<file path="src/rtl/dest_reader_if.sv">
`default_nettype none
// +--------------------------------------------------------------------+
// | dest_reader_if : FIFO-side, sink-side and status signals of dest_reader |
// | rev 1.0                                                            |
// +--------------------------------------------------------------------+
interface dest_reader_if #(
  parameter int data_width = 6
);
  logic                  active_in;
  logic [3:0]            burst_max;
  logic                  ready_in;
  logic [data_width-1:0] data_in_D0;
  logic [data_width-1:0] data_in_D1;
  logic                  empty_D0;
  logic                  empty_D1;
  logic                  D0_pop;
  logic                  D1_pop;
  logic [data_width-1:0] data_out;
  logic                  valid_out;
  logic                  dest_out;
  logic [7:0]            count_D0;
  logic [7:0]            count_D1;

  modport master (
    output active_in, burst_max, ready_in, data_in_D0, data_in_D1, empty_D0, empty_D1,
    input  D0_pop, D1_pop, data_out, valid_out, dest_out, count_D0, count_D1
  );

  modport slave (
    input  active_in, burst_max, ready_in, data_in_D0, data_in_D1, empty_D0, empty_D1,
    output D0_pop, D1_pop, data_out, valid_out, dest_out, count_D0, count_D1
  );
endinterface
`default_nettype wire

</file>
<file path="src/rtl/dest_reader.sv">
`default_nettype none
// +--------------------------------------------------------------------+
// | dest_reader : burst-limited round-robin reader of two FWFT FIFOs    |
// | rev 1.0                                                            |
// +--------------------------------------------------------------------+
module dest_reader #(
  parameter int data_width = 6
) (
  input wire           clk,
  input wire           reset,
  dest_reader_if.slave bus
);

  typedef enum logic [1:0] {
    IDLE     = 2'd0,
    GRANT_D0 = 2'd1,
    GRANT_D1 = 2'd2
  } state_t;

  state_t                state;
  state_t                state_next;
  state_t                other_grant;
  logic [3:0]            burst_cnt;
  logic [3:0]            burst_next;
  logic [3:0]            burst_limit;
  logic [4:0]            burst_inc;
  logic                  own_empty;
  logic                  other_empty;
  logic                  pop_d0;
  logic                  pop_d1;
  logic [data_width-1:0] data_r;
  logic                  valid_r;
  logic                  dest_r;
  logic [7:0]            count_d0_r;
  logic [7:0]            count_d1_r;

  // A burst limit of zero would never let the grant rotate, so it acts as one.
  assign burst_limit = (bus.burst_max == 4'd0) ? 4'd1 : bus.burst_max;
  assign burst_inc   = {1'b0, burst_cnt} + 5'd1;

  // Reset gates the strobes so a grant held in the state register cannot pop.
  assign pop_d0 = !reset && (state == GRANT_D0) && bus.active_in && bus.ready_in && !bus.empty_D0;
  assign pop_d1 = !reset && (state == GRANT_D1) && bus.active_in && bus.ready_in && !bus.empty_D1;

  assign bus.D0_pop    = pop_d0;
  assign bus.D1_pop    = pop_d1;
  assign bus.data_out  = data_r;
  assign bus.valid_out = valid_r;
  assign bus.dest_out  = dest_r;
  assign bus.count_D0  = count_d0_r;
  assign bus.count_D1  = count_d1_r;

  always_comb begin
    own_empty   = bus.empty_D0;
    other_empty = bus.empty_D1;
    other_grant = GRANT_D1;
    if (state == GRANT_D1) begin
      own_empty   = bus.empty_D1;
      other_empty = bus.empty_D0;
      other_grant = GRANT_D0;
    end
  end

  always_comb begin
    state_next = state;
    burst_next = burst_cnt;
    case (state)
      IDLE: begin
        burst_next = 4'd0;
        if (bus.active_in && !bus.empty_D0) begin
          state_next = GRANT_D0;
        end else if (bus.active_in && !bus.empty_D1) begin
          state_next = GRANT_D1;
        end
      end
      GRANT_D0, GRANT_D1: begin
        if (!bus.active_in) begin
          state_next = IDLE;
          burst_next = 4'd0;
        end else if (own_empty) begin
          state_next = other_empty ? IDLE : other_grant;
          burst_next = 4'd0;
        end else if (bus.ready_in) begin
          // This cycle pops; rotate only once the burst limit is reached.
          if (burst_inc >= {1'b0, burst_limit}) begin
            burst_next = 4'd0;
            if (!other_empty) begin
              state_next = other_grant;
            end
          end else begin
            burst_next = burst_inc[3:0];
          end
        end
      end
      default: begin
        state_next = IDLE;
        burst_next = 4'd0;
      end
    endcase
  end

  always_ff @(posedge clk) begin
    if (reset) begin
      state      <= IDLE;
      burst_cnt  <= 4'd0;
      data_r     <= '0;
      valid_r    <= 1'b0;
      dest_r     <= 1'b0;
      count_d0_r <= 8'd0;
      count_d1_r <= 8'd0;
    end else begin
      state     <= state_next;
      burst_cnt <= burst_next;
      valid_r   <= pop_d0 | pop_d1;
      if (pop_d0) begin
        data_r     <= bus.data_in_D0;
        dest_r     <= 1'b0;
        count_d0_r <= count_d0_r + 8'd1;
      end
      if (pop_d1) begin
        data_r     <= bus.data_in_D1;
        dest_r     <= 1'b1;
        count_d1_r <= count_d1_r + 8'd1;
      end
    end
  end

endmodule
`default_nettype wire

</file>
<file path="src/flat_wrapper.sv">
// flat-port wrapper written by rule: the top's interface ports become plain ports
module dest_reader_flat 
#(
  parameter int data_width = 6
)
  (clk, reset, bus_active_in, bus_burst_max, bus_ready_in, bus_data_in_D0, bus_data_in_D1, bus_empty_D0, bus_empty_D1, bus_D0_pop, bus_D1_pop, bus_data_out, bus_valid_out, bus_dest_out, bus_count_D0, bus_count_D1);
  dest_reader_if #(.data_width(data_width)) bus_i ();
  input wire clk;
  input wire reset;
  input wire logic [$bits(bus_i.active_in)-1:0] bus_active_in;
  input wire logic [$bits(bus_i.burst_max)-1:0] bus_burst_max;
  input wire logic [$bits(bus_i.ready_in)-1:0] bus_ready_in;
  input wire logic [$bits(bus_i.data_in_D0)-1:0] bus_data_in_D0;
  input wire logic [$bits(bus_i.data_in_D1)-1:0] bus_data_in_D1;
  input wire logic [$bits(bus_i.empty_D0)-1:0] bus_empty_D0;
  input wire logic [$bits(bus_i.empty_D1)-1:0] bus_empty_D1;
  output wire logic [$bits(bus_i.D0_pop)-1:0] bus_D0_pop;
  output wire logic [$bits(bus_i.D1_pop)-1:0] bus_D1_pop;
  output wire logic [$bits(bus_i.data_out)-1:0] bus_data_out;
  output wire logic [$bits(bus_i.valid_out)-1:0] bus_valid_out;
  output wire logic [$bits(bus_i.dest_out)-1:0] bus_dest_out;
  output wire logic [$bits(bus_i.count_D0)-1:0] bus_count_D0;
  output wire logic [$bits(bus_i.count_D1)-1:0] bus_count_D1;
  assign bus_i.active_in = bus_active_in;
  assign bus_i.burst_max = bus_burst_max;
  assign bus_i.ready_in = bus_ready_in;
  assign bus_i.data_in_D0 = bus_data_in_D0;
  assign bus_i.data_in_D1 = bus_data_in_D1;
  assign bus_i.empty_D0 = bus_empty_D0;
  assign bus_i.empty_D1 = bus_empty_D1;
  assign bus_D0_pop = bus_i.D0_pop;
  assign bus_D1_pop = bus_i.D1_pop;
  assign bus_data_out = bus_i.data_out;
  assign bus_valid_out = bus_i.valid_out;
  assign bus_dest_out = bus_i.dest_out;
  assign bus_count_D0 = bus_i.count_D0;
  assign bus_count_D1 = bus_i.count_D1;
  dest_reader #(.data_width(data_width)) u_core (.clk(clk), .reset(reset), .bus(bus_i));
endmodule
</file>
<file path="config.mk">
export PLATFORM = sky130hd
export DESIGN_NAME = dest_reader_flat
export DESIGN_NICKNAME = d
export VERILOG_FILES = /design/src/rtl/dest_reader_if.sv /design/src/rtl/dest_reader.sv /design/src/flat_wrapper.sv
export SDC_FILE = /design/constraint.sdc
export NUM_CORES = 1
export LEC_CHECK = 0
export ABC_AREA = 1
export BUFFER_PORTS_ARGS = -buffer_cell sky130_fd_sc_hd__buf_2
export CORE_UTILIZATION = 30
export CTS_BUF_LIST = sky130_fd_sc_hd__clkbuf_8
export DETAILED_ROUTE_END_ITERATION = 10
export SLEW_MARGIN = 0
export SYNTH_ARGS = -nofsm -noshare
export SYNTH_HDL_FRONTEND = slang
export SYNTH_SLANG_ARGS = --single-unit
export TNS_END_PERCENT = 1
</file>
<file path="constraint.sdc">
create_clock -name clk -period 3.58 [get_ports clk]
set_clock_uncertainty 0.1 [all_clocks]
set_input_delay 0.179 -clock clk [delete_from_list [all_inputs] [get_ports clk]]
set_output_delay 0.179 -clock clk [all_outputs]
set_load 0.02 [all_outputs]
</file>
# --- Word level (Yosys, flattened, before mapping) ---
# Index checks and enable logic that the tools add are counted.
word_totals:
  elab_cells: 57
  out_inout_bits: 26
  reg_bits: 30
  input_bits: 22
classes:
  n_addsub: 3
  order_cmp: 1
  reduce_logical: 19
  eq_ne: 6
  n_bitwise: 3
  muxes: 18
ops:
  columns: ["op", "n"]
  rows:
  - ["2-bit two-way mux", 9]
  - ["8-bit by 1-bit adder with 8-bit output, second input constant", 2]
  - ["6-bit two-way mux", 2]
  - ["1-bit logical AND", 10]
  - ["4-bit two-way mux", 2]
  - ["4-bit by 3-bit inequality test with 1-bit output, second input constant", 2]
  - ["4-bit by 1-bit adder with 5-bit output, second input constant", 1]
  - ["5-bit by 4-bit greater-or-equal comparator with 1-bit output", 1]
  - ["4-bit zero test", 1]
  - ["1-bit two-way mux", 4]
  - ["4-bit by 2-bit inequality test with 1-bit output, second input constant", 1]
  - ["2-bit one-hot mux with 2 select lines", 1]
  - ["4-bit AND reduction", 1]
  - ["4-bit OR reduction", 1]
  - ["1-bit zero test", 3]
  - ["3-bit by 1-bit inequality test with 1-bit output, second input constant", 1]
  - ["2-bit by 1-bit == test with 1-bit output, second input constant", 1]
  - ["2-bit == test, second input constant", 1]
  - ["2-bit zero test", 1]
  - ["1-bit inverter", 2]
  - ["2-bit nonzero test", 1]
  - ["2-bit OR reduction", 1]
  - ["1-bit OR", 1]

# --- Longest topological paths before layout ---
logic_depth:
  ltp_word: 8
  ltp_mapped: 12
  depth_no_buf: 12

# --- Worst setup path after synthesis ---
# Ideal clock, no wire load.
synth_timing:
  path_type: "register to register"
  from: "reg u_core.burst_cnt[0]"
  to: "reg u_core.state[0]"
  stages_incl_launch_ff: 13
  t_arrival_ns: 1.569
  setup_ns: 0.115
  t_required_ns: 3.365
  path_buffers: 0
  path_slack_ns: 1.796
  synth_period_minus_slack_ns: 1.784
  path_cell_list: "dfxtp_1 -> ha_1 -> xor2_1 -> ha_1 -> inv_1 -> nor2_1 -> nand2_1 -> nand3_1 -> nand2_1 -> nand2_1 -> nand3_1 -> nand2_1 -> nor2_1"
synth_via:
  elab_chain_len: 4
synth_rtl:
  columns: ["item", "line", "source"]
  rows:
  - ["from (decl)", "dest_reader.sv:23", "logic [3:0] burst_cnt;"]
  - ["from (signal assigned)", "dest_reader.sv:113", "burst_cnt <= burst_next;"]
  - ["4-bit by 1-bit adder with 5-bit output", "dest_reader.sv:39", "assign burst_inc = {1'b0, burst_cnt} + 5'd1;"]
  - ["5-bit by 4-bit greater-or-equal comparator with 1-bit output", "dest_reader.sv:85", "if (burst_inc >= {1'b0, burst_limit}) begin"]
  - ["4-bit by 2-bit inequality test with 1-bit output (no source line)", null, null]
  - ["4-bit AND reduction (no source line)", null, null]
  - ["to (signal assigned)", "dest_reader.sv:112", "state <= state_next;"]
  - ["to (decl)", "dest_reader.sv:20", "state_t state;"]
# No other way between the ends.
# A chain may end at the register's enable or synchronous reset.

# --- Worst setup path after layout ---
layout_timing:
  from: "reg u_core.state[0]"
  to: "reg u_core.data_r[0], in the netlist u_core.bus.data_out[0]"
layout_via:
  elab_chain_len: 6
  word_cells_on_any_way: 12
  cone_classes: "eq/ne (2); mux (1); reduce/logical (9)"
layout_rtl:
  columns: ["item", "line", "source"]
  rows:
  - ["2-bit == test / 2-bit by 1-bit == test with 1-bit output (equally long branches)", "dest_reader.sv:43, dest_reader.sv:42", null]
  - ["1-bit logical AND, on equally long branches (4 in series)", "dest_reader.sv:43, dest_reader.sv:42", null]
  - ["6-bit two-way mux / 2-bit nonzero test (equally long branches)", null, null]
  - ["to (signal assigned)", "dest_reader.sv:116", "data_r <= bus.data_in_D0;"]
  - ["to (signal assigned)", "dest_reader.sv:121", "data_r <= bus.data_in_D1;"]
  - ["to (decl)", "dest_reader.sv:31", "logic [data_width-1:0] data_r;"]
# Several ways; a longest one is shown, not always the timed one.

==> flow_summary_export.csv <==
group,metric,value,unit
cells_and_area,final_util,37.88,%
timing,finalCritPeriodShare,56.76,%
power,comb_power_share,24.5,%
cells_and_area,syn_to_final_growth,21.77,%
logic_synthesis,synthTopCellsByArea,"dfxtp_1 35%, nand2_1 12%, ha_1 8.0%",
timing,layout_min_cycle_time,2032,ps
placement,finalWeightedCongestion,0.7638,
power,power_frac_clock,31.0,%
cts,cts.path.max_buffers,2,
grt,grt_usage,13.22,%
cts,clk_pin_slew_worst_paths,60,ps
grt,globalRouteOverflowTotal,0,
critical_path,r2r-start,"u_core.state[0]$_SDFFE_PP0P_",
detailed_routing,drtIter0Drc,63,
grt,grt_max_degree,17,
logic_synthesis,avgSynthCellArea,6.824,sq um
timing,finalSetupViolations,0,
logic_synthesis,synth-seq-area-share,35.06,%
floorplan,core,5507,sq um
critical_path,start_kind,"flip-flop",
power,leakage,1.044,nW
power,power.switching,0.2637,mW
detailed_routing,route.detailed.drc,0,
power,switching_share,32.08,%
cts,ctsResizeCount,0,
grt,grt_pass1_wl,6299,microns
timing,hold_violations,0,
floorplan,num_rows,27,
critical_path,crit_path_start,"u_core.state[0]$_SDFFE_PP0P_",
logic_synthesis,synth_ff_type,"dfxtp_1",
floorplan,initial_utilization,31.11,%
detailed_routing,routedWlPerCell,9.997,microns
critical_path,cp_data_arrival_time,2150,ps
logic_synthesis,yosys.area.top_type,"dfxtp_1",
hold_path,min_path_type,"input pin to flip-flop",
cells_and_area,diodes,0,
logic_synthesis,synth.ff_latch_count,30,
cts,clk-insertion-delay-late,280,ps
floorplan,die-area,6016,sq um
logic_synthesis,synthCells,251,
timing,fin_setup_tns,0,ps
detailed_routing,wl,3719,microns
logic_synthesis,synth_nets,284,
critical_path,criticalPathCategory,"flip-flop to flip-flop",
logic_synthesis,yosysUniqueCellTypes,28,
critical_path,worstPathMaxFanout,16,
critical_path,critical-path-max-stage-delay,340,ps
cts,numCtsBuffers,5,
logic_synthesis,synth_edf_count,0,
cts,cts_hold_buf,0,
critical_path,cp.required,3690,ps
cts,htreeDepth,2,
cts,clock-root-buffer,"clkbuf_8",
logic_synthesis,netlist_area,1713,sq um
timing,max_freq,492.1,MHz
detailed_routing,postRouteAntennaNets,0,
floorplan,io_pins,48,
logic_synthesis,async_flop_share,0,%
placement,hpwlAfterDp,2881,microns
power,p_int,0.5581,mW
critical_path,endpoint_kind,"flip-flop",
critical_path,crit_chain,"inv_1 -> ha_1 -> nand3_1 -> nor2_4 -> inv_2 -> nand2_4 -> inv_2 -> nor2_1 -> o21ai_0 -> a21oi_1",
cts,cts_setup_buffers,0,
power,seqPwrFrac,44.6,%
detailed_routing,dr.pass1.iters,4,
timing,relSlewSlack,73.80,%
detailed_routing,num_vias,1663,
cts,cts_tree,"built",
cells_and_area,layout-drive-gt1-share,23.00,%
timing,tightest_slew,392.0,ps
run,maxCapViolations,0,
logic_synthesis,yosysTopAreaCellShare,35.06,%
grt,grt_antenna_before_repair,0,
detailed_routing,via_per_inst,4.470,
power,ir_drop,221.2,uV
power,cellPowerDensity,394.0,nW/um^2
logic_synthesis,ys_warn_count,0,
hold_path,hold_start,"bus_data_in_D0[3]",
placement,io_buffers,47,
outcome,outcome,"finished, final reports clean",
timing,rsz0062_at_grt,"false",
floorplan,dieHeight,77.56,microns
critical_path,crit_slowest_cell,"dfxtp_1",
cts,cts_sinks,30,
critical_path,critPathMostFrequentCell,"inv_2",
critical_path,r2r_setup_slack,1550,ps
cells_and_area,finalNetCount,333,
grt,grt_pass1_vias,1505,
floorplan,die_w,77.56,microns
timing,drv_slew,0,
## stage by stage
step	power (mW)	area, sq um	hold WS [ps]	instances	setup slack [ps]
6_report	0.8217	2086	73.21	372	1548
5_1_grt	0.8781	2086	79.17	372	1344
4_1_cts	0.8364	2086	62.87	372	1529
3_5_place_dp	0.5752	2007	354.1	365	1545
3_3_place_gp	0.5733	2007	349.0	365	1556
2_1_floorplan	0.5233	1713	155.1	251	1796
## logic make-up (layout without fill, tap and decap cells)
family	Yosys count	in the layout	synth area share, %
DFF	30	30	35.06
buffers and inverters	43	92	10.15
and+or+nand+nor	121	121	31.85
AOI/OAI and AO/OA	43	43	13.37
adders and majority gates	11	11	8.035
xor gates and xnor gates	3	3	1.534
## worst paths after layout
| kind | to | cells after the start |
|---|---|---|
| max | u_core.bus.data_out[0]$_SDFFE_PP0P_ | 10 |
| max reg2reg | u_core.bus.data_out[0]$_SDFFE_PP0P_ | 10 |
| min | u_core.bus.data_out[3]$_SDFFE_PP0P_ | 3 |
| min reg2reg | u_core.bus.data_out[4]$_SDFFE_PP0P_ | 2 |
## cells in the final DEF, fill, tap and decap left out
cell type / netlist / final
nor2_2: 5 / 5
a31o_2: 1 / 1
o21ai_1: 5 / 5
dfxtp_1: 30 / 30
nor2_1: 32 / 32
nand4_1: 1 / 1
inv_2: 4 / 4
nor3b_1: 3 / 3
nor2_4: 1 / 1
nor4_1: 1 / 1
o211ai_1: 1 / 1
nor3_2: 1 / 1
ha_1: 11 / 11
a21boi_0: 2 / 2
o21ai_0: 12 / 12
inv_1: 34 / 34
nand2_4: 3 / 3
clkinv_2: 0 / 2
nand3_1: 13 / 13
clkbuf_8: 0 / 5
and3_1: 1 / 1
nand2_1: 54 / 54
a21oi_1: 21 / 21
nor3_1: 6 / 6
buf_2: 1 / 47
xor2_1: 3 / 3
o21bai_1: 1 / 1
## worst max-delay path, delay by kind of cell (launching register included)
family | cells | cell delay (ps)
and+or+nand+nor | 4 | 670
buffers and inverters | 3 | 400
DFF | 1 | 340
adders and majority gates | 1 | 250
AOI/OAI and AO/OA | 2 | 220
## synth_stat cells, drive strengths merged (3+ instances only)
cell and count:
dfxtp 30, buf 3, a21oi 21, nor3 7, xor2 3, nand2 57
inv 38, nor2 38, o21ai 17, nor3b 3, ha 11, nand3 13
## power by group through the flow
stage               Clock [mW]  Combinational, mW  Sequential (mW)
floorplan                    0              0.146            0.377
global placement             0              0.200            0.373
detailed placement           0              0.201            0.374
CTS                      0.268              0.202            0.366
global route             0.279              0.231            0.368
finish                   0.254              0.201            0.366
## cell type report
cell class                      instances  area [sq um]
Clock buffer                            5         68.82
Clock inverter                          2         10.01
Fill cell                             605          3421
Inverter                               38         142.6
Multi-Input combinational cell        178         938.4
Sequential cell                        30         600.6
Tap cell                               72         90.09
Timing Repair Buffer                   47         235.2
## state kept, by name, indices dropped and copies added, names as in the netlist
| name | flops |
|---|---|
| u_core.burst_cnt | 4 |
| u_core.bus.count_D0 | 8 |
| u_core.bus.count_D1 | 8 |
| u_core.bus.data_out | 6 |
| u_core.bus.dest_out | 1 |
| u_core.bus.valid_out | 1 |
| u_core.state | 2 |
## per-layer routing
metal | vias up | part of all wire, % | GRT usage [%]
met5 | - | 0 | 0
met4 | 0 | 2.1 | 7.170
met3 | 9 | 4.4 | 3.529
met2 | 34 | 46 | 21.68
met1 | 723 | 48 | 15.61
li1 | 897 | - | -
Power figures use the tool's default switching activity.
